`config.mk`:
```
export PLATFORM = sky130hd
export DESIGN_NAME = prog_tick_timer
export DESIGN_NICKNAME = d
export VERILOG_FILES = /design/src/rtl/prog_tick_timer_pkg.sv /design/src/rtl/prog_tick_timer_tick_counter.sv /design/src/rtl/prog_tick_timer.sv
export SDC_FILE = /design/constraint.sdc
export NUM_CORES = 1
export LEC_CHECK = 0
export CORE_ASPECT_RATIO = 2
export CORE_MARGIN = 1
export CORE_UTILIZATION = 35
export DETAILED_ROUTE_END_ITERATION = 16
export SYNTH_ARGS = -nofsm -noshare
export SYNTH_HDL_FRONTEND = slang
export SYNTH_SLANG_ARGS = --single-unit
export TNS_END_PERCENT = 10
```
`constraint.sdc`:
```
create_clock -name clk -period 2.7 [get_ports clk]
set_clock_uncertainty 0.2 [all_clocks]
set_input_delay 0.54 -clock clk [delete_from_list [all_inputs] [get_ports clk]]
set_output_delay 0.54 -clock clk [all_outputs]
set_load 0.03 [all_outputs]
```
`src/rtl/prog_tick_timer_pkg.sv`:
```
// rtl/prog_tick_timer_pkg.sv - shared state encoding and mode constants for prog_tick_timer
package prog_tick_timer_pkg;

   typedef enum logic [1:0] {
      ST_IDLE = 2'd0,
      ST_RUN  = 2'd1,
      ST_HOLD = 2'd2,
      ST_DONE = 2'd3
   } state_e;

   localparam logic MODE_ONESHOT  = 1'b0;
   localparam logic MODE_PERIODIC = 1'b1;

endpackage

```
`src/rtl/prog_tick_timer_tick_counter.sv`:
```
// rtl/prog_tick_timer_tick_counter.sv - period counter with load-to-zero, increment and terminal detect
module tick_counter #(
   parameter int CNT_W = 7
) (
   input  logic             clk,
   input  logic             rst,
   input  logic             load_i,
   input  logic             inc_i,
   input  logic [CNT_W-1:0] limit_i,
   output logic [CNT_W-1:0] count_o,
   output logic             at_term_o
);

   logic [CNT_W-1:0] count_q, count_d;

   // limit_i is never zero, so limit_i-1 cannot wrap
   assign at_term_o = (count_q == limit_i - CNT_W'(1));
   assign count_o   = count_q;

   always_comb begin
      count_d = count_q;
      if (load_i) begin
         count_d = '0;
      end else if (inc_i) begin
         count_d = at_term_o ? '0 : count_q + CNT_W'(1);
      end
   end

   always_ff @(posedge clk) begin
      if (!rst) begin
         count_q <= '0;
      end else begin
         count_q <= count_d;
      end
   end

endmodule

```
`src/rtl/prog_tick_timer.sv`:
```
// rtl/prog_tick_timer.sv - programmable tick timer: one-shot/periodic, pause, sticky done/overrun
module prog_tick_timer
   import prog_tick_timer_pkg::*;
#(
   parameter int CNT_W         = 7,
   parameter int DEFAULT_LIMIT = 100
) (
   input  logic             clk,
   input  logic             rst,
   input  logic             start,
   input  logic             clear,
   input  logic             enable,
   input  logic             tick_in,
   input  logic [CNT_W-1:0] limit,
   input  logic             use_default,
   input  logic             mode,
   input  logic             done_ack,
   output logic             tick_out,
   output logic             done,
   output logic             overrun,
   output logic             busy,
   output logic [CNT_W-1:0] count,
   output logic             cfg_err
);

   localparam logic [CNT_W-1:0] DEF_LIMIT = CNT_W'(DEFAULT_LIMIT);

   state_e           state_q, state_d;
   logic [CNT_W-1:0] limit_q, limit_d;
   logic             mode_q, mode_d;
   logic             tick_out_q, tick_out_d;
   logic             done_q, done_d;
   logic             overrun_q, overrun_d;
   logic             cfg_err_q, cfg_err_d;
   logic             cnt_load, cnt_inc, at_term;
   logic [CNT_W-1:0] eff_limit;
   logic             eff_zero;

   assign eff_limit = use_default ? DEF_LIMIT : limit;
   assign eff_zero  = (eff_limit == '0);

   tick_counter #(.CNT_W(CNT_W)) u_counter (
      .clk       (clk),
      .rst       (rst),
      .load_i    (cnt_load),
      .inc_i     (cnt_inc),
      .limit_i   (limit_q),
      .count_o   (count),
      .at_term_o (at_term)
   );

   always_comb begin
      state_d    = state_q;
      limit_d    = limit_q;
      mode_d     = mode_q;
      tick_out_d = 1'b0;
      done_d     = done_q & ~done_ack;
      overrun_d  = overrun_q;
      cfg_err_d  = 1'b0;
      cnt_load   = 1'b0;
      cnt_inc    = 1'b0;
      if (clear) begin
         state_d   = ST_IDLE;
         done_d    = 1'b0;
         overrun_d = 1'b0;
         cnt_load  = 1'b1;
      end else if (start) begin
         // a rejected start consumes the cycle: no ticks are counted alongside it
         if (eff_zero) begin
            cfg_err_d = 1'b1;
         end else begin
            state_d   = ST_RUN;
            limit_d   = eff_limit;
            mode_d    = mode;
            overrun_d = 1'b0;
            cnt_load  = 1'b1;
         end
      end else begin
         unique case (state_q)
            ST_RUN: begin
               if (!enable) begin
                  state_d = ST_HOLD;
               end else if (tick_in) begin
                  cnt_inc = 1'b1;
                  if (at_term) begin
                     tick_out_d = 1'b1;
                     done_d     = 1'b1;
                     if (done_q && !done_ack) overrun_d = 1'b1;
                     if (mode_q == MODE_ONESHOT) begin
                        state_d = ST_DONE;
                     end else if (eff_zero) begin
                        cfg_err_d = 1'b1;
                     end else begin
                        limit_d = eff_limit;
                     end
                  end
               end
            end
            ST_HOLD: begin
               if (enable) state_d = ST_RUN;
            end
            default: ;
         endcase
      end
   end

   always_ff @(posedge clk) begin
      if (!rst) begin
         state_q    <= ST_IDLE;
         limit_q    <= DEF_LIMIT;
         mode_q     <= MODE_ONESHOT;
         tick_out_q <= 1'b0;
         done_q     <= 1'b0;
         overrun_q  <= 1'b0;
         cfg_err_q  <= 1'b0;
      end else begin
         state_q    <= state_d;
         limit_q    <= limit_d;
         mode_q     <= mode_d;
         tick_out_q <= tick_out_d;
         done_q     <= done_d;
         overrun_q  <= overrun_d;
         cfg_err_q  <= cfg_err_d;
      end
   end

   assign tick_out = tick_out_q;
   assign done     = done_q;
   assign overrun  = overrun_q;
   assign cfg_err  = cfg_err_q;
   assign busy     = (state_q == ST_RUN) || (state_q == ST_HOLD);

endmodule

```
# Yosys cells after proc, flatten, opt, wreduce, memory -nomap -nowiden
# Index checks and enable logic that the tools add are counted.
# W data, S select, Z words.
dict set report classes {
  n_div 0
  add_sub_neg 2
  eq_ne 8
  reduce_logical 18
  multipliers 0
  bitwise 8
  mux 45
  magnitude_cmp 0
  n_shift 0
}
# cell n
set op_table {}
lappend op_table {{$mux W7} 9}
lappend op_table {{$mux W1} 28}
lappend op_table {{$reduce_and A6 Y1} 3}
lappend op_table {{$mux W2} 7}
lappend op_table {{$reduce_bool A2 Y1} 6}
lappend op_table {{$ne A4 B4 Y1 const B} 2}
lappend op_table {{$add A7 B1 Y7 const B} 1}
lappend op_table {{$eq A7 B7 Y1} 1}
lappend op_table {{$logic_not A7 Y1} 1}
lappend op_table {{$not A1 Y1} 7}
lappend op_table {{$sub A7 B1 Y7 const B} 1}
lappend op_table {{$reduce_or A6 Y1} 1}
lappend op_table {{$ne A4 B3 Y1 const B} 1}
lappend op_table {{$pmux W2 S2} 1}
lappend op_table {{$reduce_or A2 Y1} 2}
lappend op_table {{$ne A3 B3 Y1 const B} 1}
lappend op_table {{$reduce_and A3 Y1} 1}
lappend op_table {{$reduce_bool A3 Y1} 1}
lappend op_table {{$eq A2 B1 Y1 const B} 1}
lappend op_table {{$eq A2 B2 Y1 const B} 1}
lappend op_table {{$ne A2 B2 Y1 const B} 1}
lappend op_table {{$and A1 B1 Y1} 1}
lappend op_table {{$logic_and A1 B1 Y1} 1}
lappend op_table {{$logic_not A1 Y1} 1}
lappend op_table {{$logic_or A1 B1 Y1} 1}
dict set report word_totals {
  out_inout_bits 12
  latchBits 0
  mem_count 0
  rom_bits 0
  word_cells 89
  input_bits 16
  register_bits 21
  ram_bits 0
}

# Depth between registers and ports, before layout
dict set report logic_depth {
  word_depth 9
  depth_mapped 9
}

# Cells and area by module
# Synthesis repeated with hierarchy kept, for this count alone.
dict set report hier_totals {
  hier_cells 154
  area_unflattened_um2 1317.5
}
# module cells_per_inst area_each_um2 instances
set by_module_without_submodules {}
lappend by_module_without_submodules {prog_tick_timer 80 732.0 1}
lappend by_module_without_submodules {tick_counter 74 585.6 1}

# Worst setup path before layout
# No wires, ideal clock.
dict set report synth_timing {
  kind {register -> register}
  from {register u_counter.count_q[3] (netlist: u_counter.count_o[3])}
  to {register limit_q[5]}
  setup_time_ps 120
  n_path_buf 1
  slack_ps 347
  period_less_slack_ps 2353
  t_arrival_ps 2034
  path_stages_with_launch 8
  cell_sequence {dfxtp_1 -> clkbuf_1 -> or4_1 -> a31oi_2 -> o31ai_2 -> a211oi_4 -> o21bai_2 -> a211o_1}
}
dict set report synth_between {
  elab_chain_cells 3
}
# element line_no
set synth_rtl {}
lappend synth_rtl {{from (decl)} prog_tick_timer_tick_counter.sv:14} ;# logic [CNT_W-1:0] count_q, count_d;
lappend synth_rtl {{from (signal assigned)} prog_tick_timer_tick_counter.sv:33} ;# count_q <= count_d;
lappend synth_rtl {{$eq A7 B7 Y1} prog_tick_timer_tick_counter.sv:17} ;# assign at_term_o = (count_q == limit_i - CNT_W'(1));
lappend synth_rtl {{$reduce_bool A2 Y1 (no line)} n/a}
lappend synth_rtl {{$reduce_and A6 Y1 (no line)} n/a}
lappend synth_rtl {{to (signal assigned)} prog_tick_timer.sv:118} ;# limit_q <= limit_d;
lappend synth_rtl {{to (decl)} prog_tick_timer.sv:29} ;# logic [CNT_W-1:0] limit_q, limit_d;
# Every way passes these cells.
# A chain may end at the register's enable or synchronous reset.

# Final worst setup path
dict set report layout_timing {
  from {register limit_q[1]}
  to {register state_q[1]}
}
dict set report layout_between {
  elab_chain_cells 4
}
# element line_no
set layout_rtl {}
lappend layout_rtl {{$sub A7 B1 Y7} prog_tick_timer_tick_counter.sv:17}
lappend layout_rtl {{$eq A7 B7 Y1} prog_tick_timer_tick_counter.sv:17}
lappend layout_rtl {{$ne A4 B3 Y1 (no line)} n/a}
lappend layout_rtl {{$reduce_and A6 Y1 (no line)} n/a}
lappend layout_rtl {{to (signal assigned)} prog_tick_timer.sv:117} ;# state_q <= state_d;
lappend layout_rtl {{to (decl)} prog_tick_timer.sv:28} ;# state_e state_q, state_d;
# Every way passes these cells.

==> qor.txt <==
Slew margin rel.: 0.603
Die Wd: 46.2 um
Clock root buffer: clkbuf_8
Worst EP arrival: 2.39 ns
CP endpoint kind: register
Yosys warnings: 0
FFs w/ async S/R, synth: 0
FF-to-FF End: state_q[1]
Core area: 0.00368 sq mm
P&R area growth vs syn: 29.6%
Die ar.: 0.00417 sq mm
GP Congestion: 0.854
Clock power frac: 0.318
Mean post-synth cell area: 8.38 sq um
Synthesized area: 0.00137 sq mm
# DRC: 0
Least-Margin Pin Slew: 0.592 ns
Internal power: 475 uW
Effective utilization at floorplan: 0.371
Diodes inserted: 0
Power Dens Cells: 362 mW/mm^2
Overflow after GRT: 0
Commonest cells after routing, fill and taps aside: 27 x clkdlybuf4s50_1, 21 x dfxtp_1, 17 x nor2_1, 15 x nand2_1
Top FF cell, synth: dfxtp_1
Post-layout minimum cycle time: 2.45 ns
Setup TNS: 0 ns
Final #Nets: 216
Pin count of the biggest net entering global routing: 12
Sw Ratio: 0.257
WL final: 3470 um
R2R cell count: 9
Number of global-route vias before repair: 1301
Worst skew pair latency: 0.25 ns
IO buf count: 27
Critical path destination: state_q[1]
Unrepaired setup endpoints after global routing: no
Most common cell after layout, fill and taps aside: clkdlybuf4s50_1
CTS Buf Count: 3
# clock sinks: 21
Final Util: 0.480
Startpoint Class: register
Antenna violations before repair: 0
Number of max-cap violations: 0
Static Leak: 0.622 nW
Final hold viol count: 0
Avg WL per Cell: 14.2 um
Gate power share: 0.170
Detail Route Antenna Nets: 0
Sequential Power Share: 0.511
H-tree Lvls: 1
Peak Freq: 0.408 GHz
Register clock-pin slew on the reported worst setup and hold paths: 0.08 ns
Register-to-register path setup slack: 0.25 ns
Wire length of the first global-routing pass: 5830 um
WS Path Type: reg -> reg
Netlist cell types: 46
NetSw: 165 uW
Synth Register Bits: 21
Hold crit path type: reg -> reg
Register area share after synthesis: 0.308
Hpwl dp: 2750 um
Gate count after technology mapping: 163
Clock Tree Buf Depth: 2
Hold Startpoint: overrun
Syn Nets: 183
DRT iter0 DRCs: 19
Period Utilization, post-route: 0.907
Post-synth EDFFs: 0
CP startpoint: limit_q[1]
# rows: 31
Share of cells above drive strength 1: 0.108
Pins Over Slew Limit: 0
Crit-path max FO: 6
CTS tree: built
IO Pins: 28
Reg2reg start: limit_q[1]
DRT Pass-1 Iters: 6
Status: finished, final reports clean
Via count: 1320
Critical Path RT: 2.64 ns
Vias/cell: 5.41
GRT Total Usage: 0.186
Worst VDD drop: 0.225 mV
Final setup fails: 0
Die Ht: 90.4 um
[layer usage]
layer | vias to the layer above | GRT usage | wire, um
met3 | 8 | 0.0180 | 92
li1 | 660 | - | -
met5 | - | 0 | 0
met4 | 0 | 0.0882 | 103
met2 | 31 | 0.324 | 1940
met1 | 621 | 0.209 | 1340
[cells in the mapped netlist, types with 3 or more instances]
| cell | number | area [sq um] |
|---|---|---|
| a21oi_1 | 8 | 40.0 |
| a22oi_1 | 4 | 30.0 |
| and3_1 | 4 | 25.0 |
| clkbuf_1 | 3 | 11.3 |
| dfxtp_1 | 21 | 420 |
| ha_1 | 4 | 50.1 |
| inv_1 | 8 | 30.0 |
| mux2i_1 | 3 | 30.0 |
| nand2_1 | 15 | 56.3 |
| nand2b_1 | 3 | 18.8 |
| nand3_1 | 7 | 35.0 |
| nand4_1 | 3 | 18.8 |
| nor2_1 | 17 | 63.8 |
| nor3_1 | 7 | 35.0 |
| nor3b_1 | 4 | 30.0 |
| o21ai_0 | 4 | 20.0 |
| o221ai_1 | 4 | 35.0 |
| xnor2_1 | 4 | 35.0 |
| xor2_1 | 7 | 61.3 |
[per-stage QoR]
| stage | setup slack, ns | std cells | total power [mW] | instance area [sq um] | hold slack (ns) |
|---|---|---|---|---|---|
| 6_report | 0.250 | 244 | 0.640 | 1770 | 0.268 |
| 5_1_grt | 0.0206 | 244 | 0.675 | 1770 | 0.296 |
| 4_1_cts | 0.104 | 244 | 0.641 | 1760 | 0.276 |
| 3_5_place_dp | 0.0653 | 240 | 0.440 | 1710 | 0.258 |
| 3_3_place_gp | 0.151 | 240 | 0.437 | 1710 | 0.245 |
| 2_1_floorplan | 0.347 | 163 | 0.396 | 1370 | 0.246 |
[worst max-delay path, stage by stage (launching register included)]
cell and delay [ns]:
dfxtp_1 0.43, inv_1 0.07, ha_1 0.29, xor2_1 0.14
nand2_1 0.08, nand4bb_1 0.26, buf_4 0.21, a2111oi_4 0.42
o21ai_0 0.14, o41ai_1 0.09
[layout make-up]
class | instances | area, sq um
Multi-Input combinational cell | 128 | 891
Timing Repair Buffer | 34 | 323
Tap cell | 49 | 61.3
Clock buffer | 4 | 45.0
Sequential cell | 21 | 420
Fill cell | 373 | 1910
Inverter | 8 | 30.0
[flip-flops by register name (all words and copies together) (netlist names)]
name and count:
limit_q 7, u_counter.count_o 7, state_q 2, cfg_err 1, done 1, mode_q 1
overrun 1, tick_out 1
[timing repair]
action / 4_1_cts / 5_1_grt
hold buffers: 0 / 0
resized for setup: 0 / 3
setup buffers: 0 / 0
setup endpoints to repair: 0 / 8
[power groups by stage]
| stage | clock (mW) | combinational, mW | sequential [mW] |
|---|---|---|---|
| floorplan | 0 | 0.0644 | 0.331 |
| global placement | 0 | 0.104 | 0.333 |
| detailed placement | 0 | 0.106 | 0.334 |
| CTS | 0.208 | 0.107 | 0.327 |
| global route | 0.225 | 0.121 | 0.329 |
| finish | 0.204 | 0.109 | 0.327 |
[how the worst min path moves through the flow]
stage                  to  slack (ns)  cells past startpoint
2_1_floorplan  limit_q[6]        0.25                      1
3_3_place_gp      overrun        0.24                      2
3_5_place_dp      overrun        0.26                      2
4_1_cts           overrun        0.28                      2
5_1_grt           overrun        0.30                      2
6_report          overrun        0.27                      2
[cell families after synthesis]
| group | share of synthesized area |
|---|---|
| AND/OR/NAND/NOR | 0.289 |
| AO/OA/AOI/OAI | 0.224 |
| flip-flops | 0.308 |
| buffers and inverters | 0.0494 |
| XOR/XNOR | 0.0705 |
| adder cells (fa/ha/maj) | 0.0366 |
| multiplexers | 0.0220 |
No activity file was read; power rests on OpenSTA's default activity.
